`config.mk`:
```
export PLATFORM = sky130hd
export DESIGN_NAME = act_feeder
export DESIGN_NICKNAME = d
export VERILOG_FILES = /design/src/rtl/act_feeder.sv
export SDC_FILE = /design/constraint.sdc
export NUM_CORES = 1
export LEC_CHECK = 0
export BUFFER_PORTS_ARGS = -buffer_cell sky130_fd_sc_hd__buf_4
export CORE_ASPECT_RATIO = 0.7
export CORE_MARGIN = 4
export CORE_UTILIZATION = 40
export CTS_BUF_LIST = sky130_fd_sc_hd__clkbuf_8
export DETAILED_ROUTE_END_ITERATION = 10
export GPL_TIMING_DRIVEN = 0
export HOLD_SLACK_MARGIN = 0.12
export PLACE_DENSITY = 0.6
export SLEW_MARGIN = 15
export SYNTH_ARGS = -nofsm -noshare
export SYNTH_HDL_FRONTEND = slang
export SYNTH_SLANG_ARGS = --single-unit
```
`constraint.sdc`:
```
create_clock -name clk -period 3.2 [get_ports clk]
set_input_delay 0.48 -clock clk [delete_from_list [all_inputs] [get_ports clk]]
set_output_delay 0.48 -clock clk [all_outputs]
set_load 0.005 [all_outputs]
```
`src/rtl/act_feeder.sv`:
```
// Activation/weight feeder for an N x N systolic array: loads weights unskewed,
// then streams activation vectors through per-row skew registers, then drains.
module act_feeder #(
    parameter int ARRAY_DIM   = 4,
    parameter int DATA_WIDTH  = 8,
    parameter int COUNT_WIDTH = 16
) (
    input  logic                            clk,
    input  logic                            reset,
    input  logic                            start,
    input  logic [COUNT_WIDTH-1:0]          vec_count,
    input  logic                            in_valid,
    output logic                            in_ready,
    input  logic [ARRAY_DIM*DATA_WIDTH-1:0] in_data,
    output logic [ARRAY_DIM*DATA_WIDTH-1:0] row_data,
    output logic                            pe_enable,
    output logic                            pe_load_weight,
    output logic                            busy,
    output logic                            done
);

    localparam int N       = ARRAY_DIM;
    localparam int BEAT_W  = $clog2(N);
    localparam int DRAIN_W = $clog2(2 * N - 1);
    localparam logic [BEAT_W-1:0]  BEAT_LAST  = BEAT_W'(N - 1);
    localparam logic [DRAIN_W-1:0] DRAIN_LAST = DRAIN_W'(2 * N - 2);

    typedef enum logic [2:0] {
        IDLE   = 3'd0,
        LOAD_W = 3'd1,
        STREAM = 3'd2,
        DRAIN  = 3'd3,
        DONE   = 3'd4
    } state_t;

    state_t                 state;
    state_t                 state_nxt;
    logic [BEAT_W-1:0]      beat_cnt;
    logic [COUNT_WIDTH-1:0] vec_left;
    logic [DRAIN_W-1:0]     drain_cnt;
    logic                   accept;
    logic                   advance;
    logic                   start_acc;
    logic                   load_acc;
    logic                   shift_en;
    logic                   en_p1;
    logic                   ldw_p1;

    assign in_ready       = (state == LOAD_W) || (state == STREAM);
    assign busy           = (state != IDLE);
    assign done           = (state == DONE);
    assign pe_enable      = en_p1;
    assign pe_load_weight = ldw_p1;

    assign accept    = in_valid && in_ready;
    assign advance   = accept || (state == DRAIN);
    assign start_acc = (state == IDLE) && start;
    assign load_acc  = accept && (state == LOAD_W);
    assign shift_en  = advance && ((state == STREAM) || (state == DRAIN));

    always_ff @(posedge clk or posedge reset) begin
        if (reset) begin
            state <= IDLE;
        end else begin
            state <= state_nxt;
        end
    end

    always_comb begin
        state_nxt = state;
        case (state)
            IDLE: begin
                if (start) state_nxt = LOAD_W;
            end
            LOAD_W: begin
                if (accept && (beat_cnt == BEAT_LAST)) begin
                    state_nxt = (vec_left == '0) ? DONE : STREAM;
                end
            end
            STREAM: begin
                if (accept && (vec_left == COUNT_WIDTH'(1))) state_nxt = DRAIN;
            end
            DRAIN: begin
                if (drain_cnt == DRAIN_LAST) state_nxt = DONE;
            end
            DONE: begin
                state_nxt = IDLE;
            end
            default: begin
                state_nxt = IDLE;
            end
        endcase
    end

    // Job counters: vec_left counts down so a full-scale count never wraps.
    always_ff @(posedge clk or posedge reset) begin
        if (reset) begin
            beat_cnt  <= '0;
            vec_left  <= '0;
            drain_cnt <= '0;
        end else if (start_acc) begin
            beat_cnt  <= '0;
            vec_left  <= vec_count;
            drain_cnt <= '0;
        end else begin
            if (load_acc) beat_cnt <= beat_cnt + BEAT_W'(1);
            if ((state == STREAM) && accept) vec_left <= vec_left - COUNT_WIDTH'(1);
            if (state == DRAIN) drain_cnt <= drain_cnt + DRAIN_W'(1);
        end
    end

    // Stage p1: array control strobes, one cycle behind the advance decision.
    always_ff @(posedge clk or posedge reset) begin
        if (reset) begin
            en_p1  <= 1'b0;
            ldw_p1 <= 1'b0;
        end else begin
            en_p1  <= advance;
            ldw_p1 <= load_acc;
        end
    end

    for (genvar r = 0; r < N; r++) begin : g_row
        logic [DATA_WIDTH-1:0] feed;
        logic [DATA_WIDTH-1:0] row_p1;

        assign feed = (state == STREAM) ? in_data[r*DATA_WIDTH +: DATA_WIDTH] : '0;
        assign row_data[r*DATA_WIDTH +: DATA_WIDTH] = row_p1;

        if (r == 0) begin : g_noskew
            always_ff @(posedge clk or posedge reset) begin
                if (reset) begin
                    row_p1 <= '0;
                end else if (load_acc) begin
                    row_p1 <= in_data[r*DATA_WIDTH +: DATA_WIDTH];
                end else if (shift_en) begin
                    row_p1 <= feed;
                end
            end
        end else begin : g_skew
            // Stage p0: r skew stages ahead of the output register for row r.
            logic [DATA_WIDTH-1:0] skew_p0 [r];

            always_ff @(posedge clk or posedge reset) begin
                if (reset) begin
                    for (int j = 0; j < r; j++) skew_p0[j] <= '0;
                    row_p1 <= '0;
                end else if (start_acc) begin
                    for (int j = 0; j < r; j++) skew_p0[j] <= '0;
                end else if (load_acc) begin
                    row_p1 <= in_data[r*DATA_WIDTH +: DATA_WIDTH];
                end else if (shift_en) begin
                    skew_p0[0] <= feed;
                    for (int j = 1; j < r; j++) skew_p0[j] <= skew_p0[j-1];
                    row_p1 <= skew_p0[r-1];
                end
            end
        end
    end

endmodule
```
After elaboration in Yosys (flattened, before gate mapping)
Index checks and enable logic that the tools add are counted. Widths: inputs -> output; s select.

Output and inout port bits: 37. Bits in registers: 106. Bits of input ports: 52.

Muxes and demuxes: 33. Reductions and logical operators: 21. Equality and inequality tests: 12. Bitwise operators: 1. $add $sub $neg: 3.

Operators by type and width (number): $mux 8 (15); $mux 16 (5); $mux 24 (3); $mux 3 (7); $eq 16x1->1 const B (1); $logic_not 16->1 (1); $sub 16x1->16 const B (1); $pmux 3 s4 (1); $reduce_bool 2->1 (5); $ne 2x1->1 const B (4); $logic_and 1x1->1 (7); $eq 3x2->1 const B (2); $eq 3x3->1 const B (2); $mux 2 (2); $reduce_and 2->1 (2); $reduce_and 4->1 (1); $add 3x1->3 const B (1); $eq 3x1->1 const B (1); $logic_not 3->1 (1); $logic_or 1x1->1 (3); $reduce_bool 3->1 (1); $add 2x1->2 const B (1); $eq 2x2->1 const B (1); $ne 2x2->1 const B (1); $not 1->1 (1).

Logic depth before layout (Yosys ltp)
Gate-level depths: netlist (run 1).

Depth in word-level cells: 8. Depth in mapped cells: 7.

Worst setup path after synthesis (run 1)
Ideal clock, no wire load.

Path kind: register -> register. Start: reg vec_left[9]. End: reg vec_left[15]. Data required time: 3118 ps. Stages on the path, launching flop included: 6. Period minus slack after synthesis: 1866 ps. Setup slack: 1334 ps. Data arrival time: 1784 ps. Cells stage by stage: dfrtp_1 > buf_6 > or4_4 > or3_1 > or3_1 > a31oi_1.

Word-level cells in the longest chain between the ends: 3.

Ends and longest elaborated chain: start: declaration (RTL line 39) `logic [COUNT_WIDTH-1:0] vec_left;`; start signal: assignment (RTL line 103) `vec_left <= vec_count;`; start signal: assignment (RTL line 107) `if ((state == STREAM) && accept) vec_left <= vec_left - COUNT_WIDTH'(1);`; $sub 16x1->16 (RTL line 107); $mux 16 (RTL line 107); $mux 16 (RTL line 101) `end else if (start_acc) begin`.

Every way passes these cells. The select of a mux whose other input is x is not followed. A chain may end at the register's enable or synchronous reset.

Final worst setup path (run 1)
Start: reg state[0]. End: reg state[1].

Word-level cells in the longest chain between the ends: 6. Elaborated cells between the ends (all ways): 14. Classes of those cells: 7 x eq/ne; 1 x mux; 6 x reduce/logical.

Ends and longest elaborated chain: start: declaration (RTL line 36) `state_t state;`; start signal: assignment (RTL line 65) `state <= state_nxt;`; $eq 3x1->1 or $eq 3x2->1 (tied branches) (RTL line 49, 71); $logic_or 1x1->1 (RTL line 49) `assign in_ready = (state == LOAD_W) || (state == STREAM);`; $logic_and 1x1->1 (RTL line 55) `assign accept = in_valid && in_ready;`; $logic_and 1x1->1 (on tied branches) (RTL line 81, 76); $ne 2x1->1 (no source line); $reduce_and 4->1 (no source line).

Parallel ways exist; a longest one is shown, timed or not.

==> results.py, run 1 <==
metrics = {
    "sta": {
        "slew_headroom_pct": 22.4,
        "report.final.slew_viol_count": 0,
        "setup_tns_ns": 0,
        "layout_worst_path_cycle_share_pct": 72.2,
        "final.setup_skew_ns": 0.0113,
        "setup_failing_eps_final": 0,
        "timing.fmax_mhz": 433,
        "rsz0062_at_grt": "no",
        "worstMarginPinSlew_ns": 1.16,
        "final_hold_violating_endpoints": 0,
        "final_critical_period_ns": 2.31,
    },
    "detailed_routing": {
        "number_of_routed_nets_with_antenna_violations": 0,
        "first_pass_iters": 4,
        "initialDrtViolationCount": 270,
        "routed-via-count": 3745,
        "drc": 0,
        "wl_microns": 11900,
        "detail_route.vias_per_cell": 5.28,
        "post_drt_wl_per_cell_microns": 16.8,
    },
    "placed_design": {
        "placement.io_buffers": 88,
        "detailed_place.area_sq_um": 5650,
        "detailed_place_hpwl_microns": 8770,
        "gp_congestion": 0.811,
    },
    "layout": {
        "drive_above_1_share_pct": 21.2,
        "final_nets": 611,
        "layout.cells.most_common_list": "sky130_fd_sc_hd__dfrtp_1 (106), sky130_fd_sc_hd__buf_4 (89), sky130_fd_sc_hd__nand2_1 (86)",
        "multi_input_comb_area_sq_um": 1910,
        "diodes": 0,
        "area_growth_pct": 23.9,
        "post-route-cell-area_sq_um": 5860,
        "nFillCells": 1061,
        "layout_commonest_cell": "sky130_fd_sc_hd__dfrtp_1",
        "area.sequential_sq_um": 2650,
    },
    "synthesis": {
        "post_synth_instance_area_sq_um": 4730,
        "synth.yosys.seq_area_share_pct": 56.1,
        "synth_ff_type": "sky130_fd_sc_hd__dfrtp_1",
        "ys_async_sr_fraction_pct": 100,
        "synth_area_per_cell_sq_um": 10.5,
        "synth_seq_cells": 106,
        "synth_enable_flop_cells": 0,
        "synthesis.nets": 508,
        "synthCells": 450,
        "yosysWarningCount": 0,
        "post_synth_num_cell_types": 50,
    },
    "clocking": {
        "post_cts_buffers": 0,
        "max-clock-path-buffers": 2,
        "clock_latency_ns": 0.36,
        "cts_made_buffers": 9,
        "clkSinkCount": 106,
        "clkSlewWorstSetupHoldPaths_ns": 0.10,
        "htree_num_levels": 3,
        "tritoncts": "built",
        "cts_root_buf": "sky130_fd_sc_hd__clkbuf_8",
        "post_cts_resized": 0,
    },
    "global_route": {
        "first_global_vias": 3618,
        "maximum_number_of_pins_on_one_net_before_global_route_repair": 35,
        "global_route_wire_length_before_repair_microns": 19000,
        "grtUsageTotal_pct": 17.9,
        "grt-ovfl-total": 0,
        "antenna_violations_before_repair": 0,
    },
    "floorplanning": {
        "area_enclosed_by_the_die_boundary_sq_um": 13700,
        "fp.dieH_microns": 99.0,
        "die_w_microns": 138,
        "initial_core_util_pct": 41.9,
        "floorplan.core_area_sq_um": 11300,
        "floorplan.rows": 32,
        "top_level_ports": 89,
    },
    "critical_path": {
        "r2r_end": "state[1]",
        "worst_r2r_startpoint": "state[0]",
        "crit_arrival_ns": 2.53,
        "reg2reg_depth": 5,
        "ff2ff_setup_slack_ns": 0.89,
        "timing_worst_setup_path_type": "register to register",
        "endpoint_required_time_on_the_critical_path_ns": 3.42,
        "crit_fanout": 10,
        "worst_setup_path_start_kind": "register",
        "worst_setup_path_end_kind": "register",
    },
    "flow_run": {
        "max_cap_violations": 0,
    },
    "hold_path": {
        "hold_depth": 3,
        "holdPathEnd": "vec_left[9]",
        "min_path_type": "input port to register",
        "min_from": "vec_count[9]",
    },
    "pwr": {
        "clockPowerShare_pct": 17.0,
        "p_leak_uw": 0.00263,
        "internal_power_contribution_uw": 3140,
        "netSwitchingPower_uw": 2000,
        "p_comb_share_pct": 42.1,
        "switching_fraction_of_total_power_pct": 38.9,
        "seq_power_share_pct": 40.8,
        "p_per_area_nw_per_um2": 878,
        "worst_ir_drop_vdd_uv": 286,
    },
    "outcome": {
        "outcome": "completed",
    },
}
==> power groups by stage <==
stage / combinational [uW] / clock [uW] / sequential [uW]
floorplan: 1410 / 0 / 2070
finish: 2170 / 877 / 2100
CTS: 2190 / 904 / 2100
global route: 2440 / 960 / 2160
global placement: 2120 / 0 / 2100
detailed placement: 2180 / 0 / 2130
==> registers in the layout, indices dropped and copies added (netlist names) <==
register              cells
g_row.row_p1             32
pe_load_weight            1
state                     3
g_row.g_skew.skew_p0     48
drain_cnt                 3
pe_enable                 1
beat_cnt                  2
vec_left                 16
==> worst max-delay path by stage <==
stage,slack [ns],to,start,depth (start not counted)
floorplan,1.33,vec_left[15],vec_left[9],5
finish,0.89,state[1],state[0],5
global route,0.76,state[1],state[0],5
CTS,0.90,state[1],state[0],5
detailed placement,0.92,state[1],state[0],5
global placement,0.70,vec_left[9],reset,2
==> logic make-up after synthesis <==
family | Yosys count | synth area share (%)
AOI/OAI and AO/OA | 120 | 17.1
xor gates and xnor gates | 5 | 0.926
adders and majority gates | 6 | 1.59
buffers and inverters | 40 | 3.54
DFF | 106 | 56.1
muxes | 27 | 5.71
and+or+nand+nor | 146 | 15.1
==> metal layers <==
| metal | GRT usage, % | wire [microns] | vias up |
|---|---|---|---|
| li1 | - | - | 1805 |
| met1 | 28.1 | 6040 | 1826 |
| met2 | 24.6 | 5000 | 107 |
| met3 | 4.54 | 786 | 7 |
| met4 | 3.87 | 99 | 0 |
| met5 | 0 | 0 | - |
==> cells in the mapped netlist, types with 2 or more instances <==
cell type                  instances  share of area, %
sky130_fd_sc_hd__o31ai_1           2              0.32
sky130_fd_sc_hd__o21a_1            2              0.32
sky130_fd_sc_hd__buf_2             5              0.53
sky130_fd_sc_hd__nand3_1           3              0.32
sky130_fd_sc_hd__xnor2_1           3              0.56
sky130_fd_sc_hd__inv_1             6              0.48
sky130_fd_sc_hd__or4_1             2              0.32
sky130_fd_sc_hd__clkbuf_1         22               1.7
sky130_fd_sc_hd__nor3b_1           5              0.79
sky130_fd_sc_hd__nor2_1           18               1.4
sky130_fd_sc_hd__mux2i_1          27               5.7
sky130_fd_sc_hd__nor3_1            2              0.21
sky130_fd_sc_hd__o211ai_1          4              0.63
sky130_fd_sc_hd__or3_1             5              0.66
sky130_fd_sc_hd__nand4_1           4              0.53
sky130_fd_sc_hd__nand2_1          86               6.8
sky130_fd_sc_hd__o21ai_0          56               5.9
sky130_fd_sc_hd__o22a_1            3              0.56
sky130_fd_sc_hd__a22o_1           33               6.1
sky130_fd_sc_hd__ha_1              6               1.6
sky130_fd_sc_hd__o311ai_0          3              0.56
sky130_fd_sc_hd__nor4_1            3              0.40
sky130_fd_sc_hd__dfrtp_1         106                56
sky130_fd_sc_hd__buf_1             5              0.40
sky130_fd_sc_hd__and2_1            5              0.66
sky130_fd_sc_hd__xor2_1            2              0.37
sky130_fd_sc_hd__a31oi_1           9               1.2
==> cell type report <==
class | instances | share of cell area (%)
clock inverters | 5 | 1.37
multi-input cells | 304 | 32.6
inverters | 6 | 0.448
flip-flops and latches | 106 | 45.3
plain buffers | 34 | 2.48
repair buffers | 92 | 12.5
clock buffers | 9 | 2.11
well taps | 153 | 3.27
==> critical path, stage by stage, from the launching register on <==
cell                       delay [ns]
sky130_fd_sc_hd__dfrtp_1         0.44
sky130_fd_sc_hd__buf_4           0.19
sky130_fd_sc_hd__xnor2_1         0.12
sky130_fd_sc_hd__nor3b_1         0.92
sky130_fd_sc_hd__a41o_1          0.34
sky130_fd_sc_hd__o311ai_0        0.15
==> per-stage QoR <==
step / hold slack (ns) / total power (uW) / worst slack, ns / util [%] / std cells
floorplan: 0.450 / 3480 / 1.33 / - / 450
global placement: 0.459 / 4230 / 0.704 / 49.5 / 691
detailed placement: 0.468 / 4300 / 0.916 / 50.0 / 694
CTS: 0.300 / 5200 / 0.903 / 51.9 / 709
global route: 0.305 / 5560 / 0.760 / 51.9 / 709
finish: 0.321 / 5140 / 0.889 / 51.9 / 709
==> repair_timing <==
| item | in CTS | in global routing |
|---|---|---|
| hold buffers | 1 | 0 |
| setup endpoints to repair | 0 | 0 |
| hold endpoints to repair | 14 | 0 |
Note: power is estimated with default switching activity, not from simulation.
==> run 2: changes to the inputs <==
clock period = 2.1 ns   (was 3.2 ns; I/O delays follow)
==> results.py, run 2 (synthesized netlist as in run 1, its figures left out) <==
metrics = {
    "outcome": {
        "outcome": "completed",
    },
    "critical_path": {
        "slowest_delay_ns": 0.48,
        "endpoint_required_time_on_the_critical_path_ns": 1.78,
        "worst_setup_path_start_kind": "register",
        "crit_fanout": 10,
        "crit_arrival_ns": 1.67,
        "timing_worst_setup_path_type": "register to output port",
        "r2r_end": "g_row[3].row_p1[5]",
        "reg2reg_depth": 7,
        "worst_r2r_startpoint": "state[1]",
        "path_cells": "clkbuf_1 > or3_1 > buf_4",
        "crit_slowest_cell": "sky130_fd_sc_hd__dfrtp_1",
        "ff2ff_setup_slack_ns": 0.12,
        "worst_setup_path_end_kind": "output port",
    },
    "layout": {
        "multi_input_comb_area_sq_um": 1920,
        "area.sequential_sq_um": 2650,
        "layout.cells.most_common_list": "sky130_fd_sc_hd__dfrtp_1 (106), sky130_fd_sc_hd__buf_4 (91), sky130_fd_sc_hd__nand2_1 (86)",
        "layout_commonest_cell": "sky130_fd_sc_hd__dfrtp_1",
        "largestRegisters": "g_row.g_skew.skew_p0 x48, g_row.row_p1 x32, vec_left x16",
        "final_nets": 609,
        "area_growth_pct": 24.6,
        "top_register": "g_row.g_skew.skew_p0",
        "drive_above_1_share_pct": 24.0,
        "diodes": 0,
        "nFillCells": 1068,
        "largest_register_ffs": 48,
        "instances_no_fill": 707,
    },
    "global_route": {
        "grtUsageTotal_pct": 17.9,
        "global_route_wire_length_before_repair_microns": 19000,
        "grt-ovfl-total": 0,
        "maximum_number_of_pins_on_one_net_before_global_route_repair": 35,
        "first_global_vias": 3618,
        "antenna_violations_before_repair": 0,
    },
    "floorplanning": {
        "floorplan.rows": 32,
        "die_w_microns": 138,
        "floorplan.core_area_sq_um": 11300,
        "initial_core_util_pct": 41.9,
        "area_enclosed_by_the_die_boundary_sq_um": 13700,
        "fp.dieH_microns": 99.0,
        "top_level_ports": 89,
    },
    "sta": {
        "final_hold_violating_endpoints": 0,
        "setup_tns_ns": 0,
        "final.setup_skew_ns": 0.0136,
        "layout_worst_path_cycle_share_pct": 94.5,
        "final_critical_period_ns": 1.99,
        "final.setup.worst_slack_ns": 0.115,
        "holdWs_ns": 0.156,
        "setup_failing_eps_final": 0,
        "report.final.slew_viol_count": 0,
        "slew_headroom_pct": 58.3,
        "rsz0062_at_grt": "no",
        "worstMarginPinSlew_ns": 0.623,
        "timing.fmax_mhz": 504,
    },
    "detailed_routing": {
        "wl_microns": 12000,
        "routed-via-count": 3728,
        "drc": 0,
        "post_drt_wl_per_cell_microns": 16.9,
        "detail_route.vias_per_cell": 5.27,
        "initialDrtViolationCount": 240,
        "number_of_routed_nets_with_antenna_violations": 0,
        "first_pass_iters": 4,
    },
    "pwr": {
        "worst_ir_drop_vdd_uv": 443,
        "p_leak_uw": 0.00267,
        "p_per_area_nw_per_um2": 1340,
    },
    "placed_design": {
        "pre_cts_ws_ns": -0.184,
        "gp_congestion": 0.811,
        "placement.io_buffers": 88,
        "dp.cells": 694,
        "detailed_place_hpwl_microns": 8770,
    },
    "clocking": {
        "cts_root_buf": "sky130_fd_sc_hd__clkbuf_8",
        "clock_latency_ns": 0.37,
        "clkSlewWorstSetupHoldPaths_ns": 0.10,
        "max-clock-path-buffers": 2,
        "clkSinkCount": 106,
        "htree_num_levels": 3,
        "tritoncts": "built",
        "cts_made_buffers": 9,
        "post_cts_buffers": 0,
    },
    "flow_run": {
        "max_cap_violations": 0,
    },
    "hold_path": {
        "hold_depth": 3,
        "min_from": "vec_count[9]",
        "holdPathEnd": "vec_left[9]",
        "min_path_type": "input port to register",
    },
}
==> run 2: cell type report <==
type	instances	share of cell area [%]
plain buffers	32	2.80
clock buffers	9	2.10
clock inverters	5	1.36
inverters	6	0.446
multi-input cells	304	32.6
flip-flops and latches	106	45.0
well taps	153	3.25
repair buffers	92	12.4
==> run 2: what timing repair did <==
item | CTS | global route
pin swaps | 0 | 1
endpoints found under the hold margin | 14 | 0
resized for setup | 8 | 19
setup endpoints to repair | 30 | 86
hold buffers | 1 | 0
==> run 2: per-stage QoR <==
stage / instance area [sq um] / power, uW / utilization [%]
final: 5890 / 7880 / 52.2
after global routing: 5890 / 8520 / 52.2
after CTS: 5880 / 7940 / 52.0
after detailed placement: 5650 / 6550 / 50.0
after global placement: 5590 / 6440 / 49.5
after floorplan: 4730 / 5300 / -
==> run 2: worst max-delay path: cells and delay by family, from the launching register on <==
| kind | cells | cell delay (ns) |
|---|---|---|
| flops | 1 | 0.48 |
| buf+inv | 2 | 0.41 |
| simple gates | 1 | 0.41 |
==> run 2: worst max-delay path by stage <==
stage               slack (ns)  cells past startpoint   startpoint            to
finish                    0.11                      3     state[2]          busy
CTS                       0.01                      5     state[2]   vec_left[0]
detailed placement       -0.18                      5     state[0]      state[1]
floorplan                 0.23                      5  vec_left[9]  vec_left[15]
global placement         -0.23                      2        reset   vec_left[9]
global route             0.004                      5     state[2]  vec_left[14]
==> run 2: per-layer routing <==
metal | GRT usage [%] | share of wire [%] | routed length (microns)
met2 | 24.6 | 42 | 5010
met4 | 3.87 | 0.87 | 104
met1 | 28.1 | 51 | 6130
met3 | 4.54 | 5.9 | 701
met5 | 0 | 0 | 0
==> run 2: report_power, final <==
group          total, uW  switching (uW)  internal, uW
clock network       1330             675           659
logic               3320            1900          1420
registers           3230             489          2740
total               7880            3060          4820
==> run 3: changes to the inputs <==
ABC_AREA = 1   (was unset)
==> results.py, run 3 <==
metrics = {
    "flow_run": {
        "max_cap_violations": 0,
    },
    "synthesis": {
        "ys_async_sr_fraction_pct": 100,
        "most_numerous_cell_in_the_yosys_netlist": "sky130_fd_sc_hd__nand2_1",
        "synth_largest_type_area_fraction_pct": 54.1,
        "synth_area_per_cell_sq_um": 8.25,
        "synth.yosys.seq_area_share_pct": 54.1,
        "synthCells": 594,
        "synth_ff_type": "sky130_fd_sc_hd__dfrtp_1",
        "synthesis.nets": 652,
        "netlist_top_cells_area": "sky130_fd_sc_hd__dfrtp_1 (54%), sky130_fd_sc_hd__nand2_1 (12%), sky130_fd_sc_hd__nand3_1 (6.8%)",
        "post_synth_num_cell_types": 28,
        "post_synth_most_frequent_cells": "sky130_fd_sc_hd__nand2_1 (158), sky130_fd_sc_hd__dfrtp_1 (106), sky130_fd_sc_hd__nand3_1 (67), sky130_fd_sc_hd__nor2_1 (62), sky130_fd_sc_hd__inv_1 (45)",
        "synth_seq_cells": 106,
        "post_synth_instance_area_sq_um": 4900,
        "post-synth-top-area-cell": "sky130_fd_sc_hd__dfrtp_1",
        "synth_enable_flop_cells": 0,
        "yosysWarningCount": 0,
    },
    "critical_path": {
        "crit_arrival_ns": 2.18,
        "crit_fanout": 10,
        "timing_worst_setup_path_type": "register to register",
        "worst_setup_path_start_kind": "register",
        "reg2reg_depth": 6,
        "endpoint_required_time_on_the_critical_path_ns": 2.39,
        "ff2ff_setup_slack_ns": 0.21,
        "path_cells": "inv_2 > nand3_2 > nor2_2 > clkbuf_1 > nand2_1 > o21ai_0",
        "worst_setup_path_end_kind": "register",
        "critical-path-top-delay-family": "simple AND/OR/NAND/NOR gates",
        "slowest_delay_ns": 0.47,
        "critical_path_buf_inv_count": 2,
        "worst_r2r_startpoint": "state[0]",
        "r2r_end": "g_row[3].g_skew.skew_p0[21]",
        "crit_slowest_cell": "sky130_fd_sc_hd__clkbuf_1",
    },
    "sta": {
        "slew_headroom_pct": 65.0,
        "worstMarginPinSlew_ns": 0.525,
        "layout_worst_path_cycle_share_pct": 90.0,
        "rsz0062_at_grt": "no",
        "setup_failing_eps_final": 0,
        "timing.fmax_mhz": 529,
        "final.setup_skew_ns": 0.00930,
        "final_critical_period_ns": 1.89,
        "final.setup.worst_slack_ns": 0.209,
        "final_hold_violating_endpoints": 0,
        "report.final.slew_viol_count": 0,
    },
    "hold_path": {
        "holdPathEnd": "g_row[3].g_skew.skew_p0[18]",
        "hold_depth": 3,
        "min_path_type": "input port to register",
        "min_from": "in_data[26]",
    },
    "clocking": {
        "clkSinkCount": 106,
        "cts_made_buffers": 9,
        "cts_root_buf": "sky130_fd_sc_hd__clkbuf_8",
        "max-clock-path-buffers": 2,
        "htree_num_levels": 3,
        "clock_latency_ns": 0.37,
        "clkSlewWorstSetupHoldPaths_ns": 0.10,
        "post_cts_resized": 0,
        "postCtsHoldBufs": 1,
        "post_cts_buffers": 0,
        "tritoncts": "built",
    },
    "floorplanning": {
        "area_enclosed_by_the_die_boundary_sq_um": 14100,
        "fp.dieH_microns": 101,
        "die_w_microns": 140,
        "floorplan.rows": 33,
        "top_level_ports": 89,
        "initial_core_util_pct": 41.3,
        "floorplan.core_area_sq_um": 11900,
    },
    "detailed_routing": {
        "drc": 0,
        "initialDrtViolationCount": 313,
        "routed-via-count": 4389,
        "wl_microns": 13200,
        "first_pass_iters": 5,
        "detail_route.vias_per_cell": 5.11,
        "number_of_routed_nets_with_antenna_violations": 0,
        "post_drt_wl_per_cell_microns": 15.4,
    },
    "layout": {
        "finish.utilization_pct": 50.9,
        "largestRegisters": "g_row.g_skew.skew_p0 x48, g_row.row_p1 x32, vec_left x16",
        "largest_register_ffs": 48,
        "layout_commonest_cell": "sky130_fd_sc_hd__nand2_1",
        "final_nets": 755,
        "diodes": 0,
        "layout.cells.most_common_list": "sky130_fd_sc_hd__nand2_1 (158), sky130_fd_sc_hd__dfrtp_1 (106), sky130_fd_sc_hd__buf_4 (92)",
        "drive_above_1_share_pct": 20.2,
        "area_growth_pct": 23.0,
        "post-route-cell-area_sq_um": 6030,
        "top_register": "g_row.g_skew.skew_p0",
    },
    "global_route": {
        "grtUsageTotal_pct": 19.3,
        "grt-ovfl-total": 0,
        "maximum_number_of_pins_on_one_net_before_global_route_repair": 34,
        "first_global_vias": 4153,
        "global_route_wire_length_before_repair_microns": 21700,
        "antenna_violations_before_repair": 0,
    },
    "placed_design": {
        "pre_cts_ws_ns": 0.265,
        "placement.io_buffers": 88,
        "detailed_place.area_sq_um": 5820,
        "detailed_place_hpwl_microns": 9930,
        "gp_congestion": 0.896,
    },
    "pwr": {
        "total_power_uw": 8620,
        "p_per_area_nw_per_um2": 1430,
        "worst_ir_drop_vdd_uv": 546,
        "p_leak_uw": 0.00294,
    },
    "outcome": {
        "outcome": "completed",
    },
}
[run 3: tightest hold or removal path, cell delays in order]
cell                      delay, ns
sky130_fd_sc_hd__buf_4         0.08
sky130_fd_sc_hd__nand2_1       0.04
sky130_fd_sc_hd__o21ai_0       0.06
[run 3: cell families (layout without fill, tap and decap cells)]
| group | Yosys count | count (layout) | synth area share (%) |
|---|---|---|---|
| and+or+nand+nor | 307 | 307 | 26.3 |
| DFF | 106 | 106 | 54.1 |
| AOI/OAI and AO/OA | 94 | 94 | 10.7 |
| buffers and inverters | 80 | 188 | 7.12 |
| adders and majority gates | 6 | 6 | 1.53 |
| xor gates and xnor gates | 1 | 1 | 0.179 |
[run 3: power breakdown]
group / internal, uW / switching, uW / total, uW / leakage, uW
combinational: 1560 / 2430 / 3990 / 0.00149
sequential: 2860 / 516 / 3380 / 0.00135
clock: 576 / 683 / 1260 / 0.000105
total: 5000 / 3630 / 8620 / 0.00294
[run 3: final cells by class]
cell class | count | area [sq um]
fill | 1158 | 5820
clock inverter | 6 | 58.8
tap | 157 | 196
inverter | 52 | 199
buffer | 28 | 154
sequential | 106 | 2650
clock buffer | 10 | 138
multi-input combinational | 408 | 1900
timing repair buffer | 92 | 731
[run 3: metal layers]
| layer | vias to the layer above | track usage, % | wire, microns |
|---|---|---|---|
| met4 | 0 | 4.99 | 116 |
| met1 | 2109 | 29.3 | 6690 |
| met5 | - | 0 | 0 |
| met3 | 15 | 4.50 | 733 |
| met2 | 125 | 27.6 | 5690 |
| li1 | 2140 | - | - |
[run 3: per-stage QoR]
step	hold WS, ns	instances	TNS (ns)
global placement	0.482	839	-25.48
detailed placement	0.355	842	0
floorplan	0.432	594	0
CTS	0.139	859	0
global route	0.144	859	0
finish	0.156	859	0
[run 3: worst max-delay path by stage]
stage / endpoint / start / cells past startpoint
floorplan: beat_cnt[0] / reset / 1
global placement: g_row[0].row_p1[1] / reset / 2
detailed placement: g_row[3].g_skew.skew_p0[22] / state[0] / 6
CTS: g_row[3].g_skew.skew_p0[22] / state[0] / 6
global route: g_row[2].g_skew.skew_p0[9] / state[0] / 6
finish: g_row[3].g_skew.skew_p0[21] / state[0] / 6
